### src/rtl/loc_walker.sv
// Raster location walker: produces the write location and a read location that runs
// PIPE_DEPTH raster positions ahead, advancing once per clock unless held.
module loc_walker #(
    parameter int PIXELS_X   = 640,
    parameter int PIXELS_Y   = 480,
    parameter int X_bits     = 10,
    parameter int Y_bits     = 9,
    parameter int PIPE_DEPTH = 2,
    parameter int FC_bits    = 16
) (
    input  logic               newLocClock,
    input  logic               RUN,
    input  logic               hold_locs,
    output logic [X_bits-1:0]  writeLoc_x,
    output logic [Y_bits-1:0]  writeLoc_y,
    output logic [X_bits-1:0]  readLoc_x,
    output logic [Y_bits-1:0]  readLoc_y,
    output logic               frame_done,
    output logic [FC_bits-1:0] frame_count
);

    // Entry 0 is the read location, entry PIPE_DEPTH the write location; between them
    // sit the delay stages, each one raster position behind the entry before it.
    logic [X_bits-1:0] loc_x_p [0:PIPE_DEPTH];
    logic [Y_bits-1:0] loc_y_p [0:PIPE_DEPTH];
    logic [X_bits-1:0] step_x;
    logic [Y_bits-1:0] step_y;
    logic              at_bottom_right;

    function automatic logic [X_bits+Y_bits-1:0] raster_step(
        input logic [X_bits-1:0] x,
        input logic [Y_bits-1:0] y
    );
        logic [X_bits-1:0] nx;
        logic [Y_bits-1:0] ny;
        nx = x + 1'b1;
        ny = y;
        if (x == X_bits'(PIXELS_X - 1)) begin
            nx = '0;
            ny = (y == Y_bits'(PIXELS_Y - 1)) ? '0 : y + 1'b1;
        end
        return {nx, ny};
    endfunction

    assign {step_x, step_y} = raster_step(loc_x_p[0], loc_y_p[0]);

    assign at_bottom_right = (loc_x_p[PIPE_DEPTH] == X_bits'(PIXELS_X - 1)) &&
                             (loc_y_p[PIPE_DEPTH] == Y_bits'(PIXELS_Y - 1));

    // Stage boundary: read location, delay stages and write location all move together.
    always_ff @(posedge newLocClock or negedge RUN) begin
        if (!RUN) begin
            // PIPE_DEPTH < PIXELS_X, so every primed raster index lies on row 0.
            for (int k = 0; k <= PIPE_DEPTH; k++) begin
                loc_x_p[k] <= X_bits'(PIPE_DEPTH - k);
                loc_y_p[k] <= '0;
            end
            frame_done  <= 1'b0;
            frame_count <= '0;
        end else begin
            frame_done <= 1'b0;
            if (!hold_locs) begin
                loc_x_p[0] <= step_x;
                loc_y_p[0] <= step_y;
                for (int k = 1; k <= PIPE_DEPTH; k++) begin
                    loc_x_p[k] <= loc_x_p[k-1];
                    loc_y_p[k] <= loc_y_p[k-1];
                end
                if (at_bottom_right) begin
                    frame_done  <= 1'b1;
                    frame_count <= frame_count + 1'b1;
                end
            end
        end
    end

    assign writeLoc_x = loc_x_p[PIPE_DEPTH];
    assign writeLoc_y = loc_y_p[PIPE_DEPTH];
    assign readLoc_x  = loc_x_p[0];
    assign readLoc_y  = loc_y_p[0];

endmodule

### config.mk
export PLATFORM = sky130hd
export DESIGN_NAME = loc_walker
export DESIGN_NICKNAME = d
export VERILOG_FILES = /design/src/rtl/loc_walker.sv
export SDC_FILE = /design/constraint.sdc
export NUM_CORES = 1
export LEC_CHECK = 0
export CAP_MARGIN = 20
export CELL_PAD_IN_SITES_DETAIL_PLACEMENT = 1
export CELL_PAD_IN_SITES_GLOBAL_PLACEMENT = 1
export CORE_ASPECT_RATIO = 1.25
export CORE_UTILIZATION = 25
export CTS_BUF_LIST = sky130_fd_sc_hd__clkbuf_8
export CTS_CLUSTER_DIAMETER = 80
export DETAILED_ROUTE_END_ITERATION = 6
export PLACE_DENSITY_LB_ADDON = 0.1
export SKIP_CTS_REPAIR_TIMING = 1
export SYNTH_ARGS = -nofsm -noshare
export SYNTH_HDL_FRONTEND = slang
export SYNTH_SLANG_ARGS = --single-unit
### constraint.sdc
create_clock -name newLocClock -period 2 [get_ports newLocClock]
set_input_delay 0.6 -clock newLocClock [delete_from_list [all_inputs] [get_ports newLocClock]]
set_output_delay 0.6 -clock newLocClock [all_outputs]
set_load 0.02 [all_outputs]
==> metrics list <==
- The flow ran to the end, and the final reports show no timing, DRC or antenna violations.
- Most common cell after layout, fill and taps aside: sky130_fd_sc_hd__dfrtp_1
- In the final routed layout, each cell accounts on average for 15.8 um.
- Final clock period utilization by the worst path: 97.7%
- Slew at the pin with the worst max-slew slack: 478 ps
* Commonest cells after routing, fill and taps aside: sky130_fd_sc_hd__dfrtp_1, sky130_fd_sc_hd__dlymetal6s2s_1, sky130_fd_sc_hd__mux2_2
- Dividing total power by cell area gives a power density of 886 nW/um^2.
- Proportion of layout cells with a drive suffix above 1: 26.5%
- The number of hold violations in the final report is 0.
- In this run the static leakage power is 2.52 nW.
- Pre-Repair DR Iteration Count: 4
- Top cell family by delay on the critical path: buffers and inverters
* Clock buffer depth: 2
- DP HPWL: 5.72 mm
- The top cell type by area accounts for 51.8% of the synthesized area.
- In this run the worst hold path is classified as in2async.
- Number of global-route vias before repair: 2394
- For this run, the post-layout net count is 340.
* Maxcap violations: 0
- Count of endpoints failing setup in the final report: 0
* Area of the mapped netlist: 3480 um^2
- Timing analysis after detailed placement gives a worst setup slack of 22.4 ps.
- Delay of the slowest cell on the worst path: 610 ps
- In the global route stage, overall resource usage came out at 12.1%.
- Post-route design area: 4510 um^2
- The worst setup path is captured at a primary output.
- Once detail routing completed, the nets flagged for antenna violations numbered 0.
* Crit-path cells: clkdlybuf4s50_1
- Clock slew seen by the registers of the worst setup and hold paths: 80 ps
* Final period demand of the worst path: 1950 ps
- Core area: 13400 um^2
- Worst clock skew: 8.31 ps
- At the worst endpoint, the arrival time is 1350 ps.
* CTS sink cnt: 74
- Worst setup slack for register-to-register paths: 100 ps
* Critical path required time: 1400 ps
- Residual DRC: 0
- Number of filler cells placed in the layout: 1477
* Height of the die: 134 um
- Counting both buffers and inverters, the worst setup path holds a total of 1.
- Final estimated routing congestion in global placement: 0.705
- Clock Latency Late Sink: 360 ps
* Count of pins over their slew limit: 0
- Number of antenna violations at the first check in global routing: 0
* Initial Util: 25.9%
- Among all stages on the critical path, the largest delay is contributed by sky130_fd_sc_hd__clkdlybuf4s50_1.
* Multi-input logic area: 1300 um^2
- Sequential elements use 53.3% of the synthesized area.
* Post-synthesis register bit count: 74
- The repair_antennas step left the layout with diodes totalling 0.
- Wire length of the first global-routing pass: 13.2 mm
- For this run the aggregate overflow at the end of global routing stands at 0.
- In this run the tool buffered the top-level ports with 57 buffer cells.
- The initialized floorplan defines 47 standard-cell rows.
- Derived from the worst setup path, the maximum achievable clock frequency is 512 MHz.
* # IOs: 58
- Growth of design area from synthesis to finish: 29.7%
* Sequential cell area in the final layout: 1860 um^2
* Clock buffers created by TritonCTS: 9
* Type of origin of the critical path: flip-flop
- Measured against its own limit, the worst slew margin works out to 68.1%.
- Counting every net in the synthesized netlist gives 294.
- Largest net degree at the start of global routing: 35
* Clock Root Buffer: sky130_fd_sc_hd__clkbuf_8
- Ranked by total cell area, the synthesized netlist is headed by sky130_fd_sc_hd__dfrtp_1, sky130_fd_sc_hd__mux2_2, sky130_fd_sc_hd__buf_4.
- Max IR drop VDD: 386 uV
- Number of unique standard cell types used by synthesis: 36
* Die width: 107 um
- In the synthesized netlist, the number of instances is 288.
* Final setup slack of the worst path: 46.7 ps
* Clock tree from TritonCTS: done
* Number of H-tree branching levels: 3
* Detailed-route via count: 2300
- Area after detailed placement: 4110 um^2
- Start-to-end type of the worst setup path: reg2out
* Yosys Warn Count: 0
- After synthesis, the mean cell area works out to 12.1 um^2.
- Maximum fanout count along the critical path: 3
- The floorplan step defined a die boundary enclosing 14400 um^2.
* Yosys top cell by area: sky130_fd_sc_hd__dfrtp_1
- The detailed router finished its first iteration with 38 violations.
- Dividing the detail-routed via count by the number of cells gives 4.51.
* Routed Wire Length: 8.07 mm
==> layout make-up <==
class	count	area share, %
flip-flops and latches	74	41.1
multi-input cells	163	28.7
repair buffers	82	19.5
well taps	171	4.74
clock buffers	11	3.36
clock inverters	5	2.22
inverters	4	0.333
==> final timing paths <==
| path | from | endpoint | depth (start not counted) |
|---|---|---|---|
| worst max-delay path | writeLoc_y[3] | writeLoc_y[3] | 1 |
| worst min-delay path | RUN | loc_y_p[9] | 1 |
| worst max register to register | readLoc_x[1] | readLoc_y[3] | 5 |
| worst min register to register | frame_count[15] | frame_count[15] | 1 |
| max in group asynchronous | RUN | writeLoc_x[4] | 2 |
| min in group newLocClock | frame_count[15] | frame_count[15] | 1 |
==> power by group <==
| group | switching (mW) | internal [mW] |
|---|---|---|
| combinational | 0.339 | 0.357 |
| clock | 0.576 | 0.893 |
| sequential | 0.157 | 1.67 |
| total | 1.07 | 2.92 |
==> logic make-up (layout without fill, tap and decap cells) <==
group           after synthesis  count (layout)  share of synthesized area, %
xor+xnor                     23              23                          5.80
flops                        74              74                          53.3
mux                          38              38                          12.3
simple gates                 79              79                          14.4
fa+ha+maj                     3               3                          1.08
buf+inv                      51             102                          9.79
compound gates               20              20                          3.24
==> Yosys cell counts <==
cell,instances
sky130_fd_sc_hd__or2_2,1
sky130_fd_sc_hd__o31ai_1,1
sky130_fd_sc_hd__nor3_2,1
sky130_fd_sc_hd__nor4_1,1
sky130_fd_sc_hd__nand2_2,1
sky130_fd_sc_hd__dfrtp_1,72
sky130_fd_sc_hd__a22o_1,1
sky130_fd_sc_hd__and3_1,7
sky130_fd_sc_hd__xnor2_1,22
sky130_fd_sc_hd__nand4_1,12
sky130_fd_sc_hd__or4_1,2
sky130_fd_sc_hd__mux2_2,38
sky130_fd_sc_hd__buf_2,5
sky130_fd_sc_hd__nand2b_1,2
sky130_fd_sc_hd__nand2_1,15
sky130_fd_sc_hd__nor2_1,4
sky130_fd_sc_hd__and2_1,4
sky130_fd_sc_hd__and4_1,8
sky130_fd_sc_hd__dfstp_2,2
sky130_fd_sc_hd__nand3_1,10
sky130_fd_sc_hd__xor2_1,1
sky130_fd_sc_hd__clkbuf_1,4
sky130_fd_sc_hd__buf_4,38
sky130_fd_sc_hd__nor3_1,2
sky130_fd_sc_hd__or3_1,1
sky130_fd_sc_hd__a211oi_1,1
sky130_fd_sc_hd__a21oi_1,4
sky130_fd_sc_hd__nand4b_1,5
sky130_fd_sc_hd__ha_1,3
sky130_fd_sc_hd__a31oi_1,2
sky130_fd_sc_hd__nor4b_4,1
sky130_fd_sc_hd__and4b_1,1
sky130_fd_sc_hd__nor3_4,1
sky130_fd_sc_hd__o21ai_0,10
sky130_fd_sc_hd__o22ai_1,1
sky130_fd_sc_hd__inv_1,4
==> layer usage <==
metal	wire, um	up-vias	track usage (%)
met5	0	-	0
met4	182	0	6.85
met3	293	11	2.14
met2	3790	47	18.3
met1	3810	1163	16.4
li1	-	1079	-
==> registers in the layout (all words and copies together) (netlist names) <==
signal,count
loc_y_p,9
loc_x_p,10
writeLoc_y,9
writeLoc_x,10
readLoc_y,9
frame_count,16
frame_done,1
readLoc_x,10
==> metrics by stage <==
step	setup TNS [ps]	instances	total power [mW]	utilization [%]	hold WS (ps)
after floorplan	0	288	2.34	-	304
after global placement	0	490	2.58	30.7	468
after detailed placement	0	490	2.59	30.7	470
after CTS	-2040	506	4.09	32.5	199
after global routing	-2.11	510	4.19	33.6	225
final	0	510	3.99	33.6	200
Note: power is estimated with default switching activity, not from simulation.
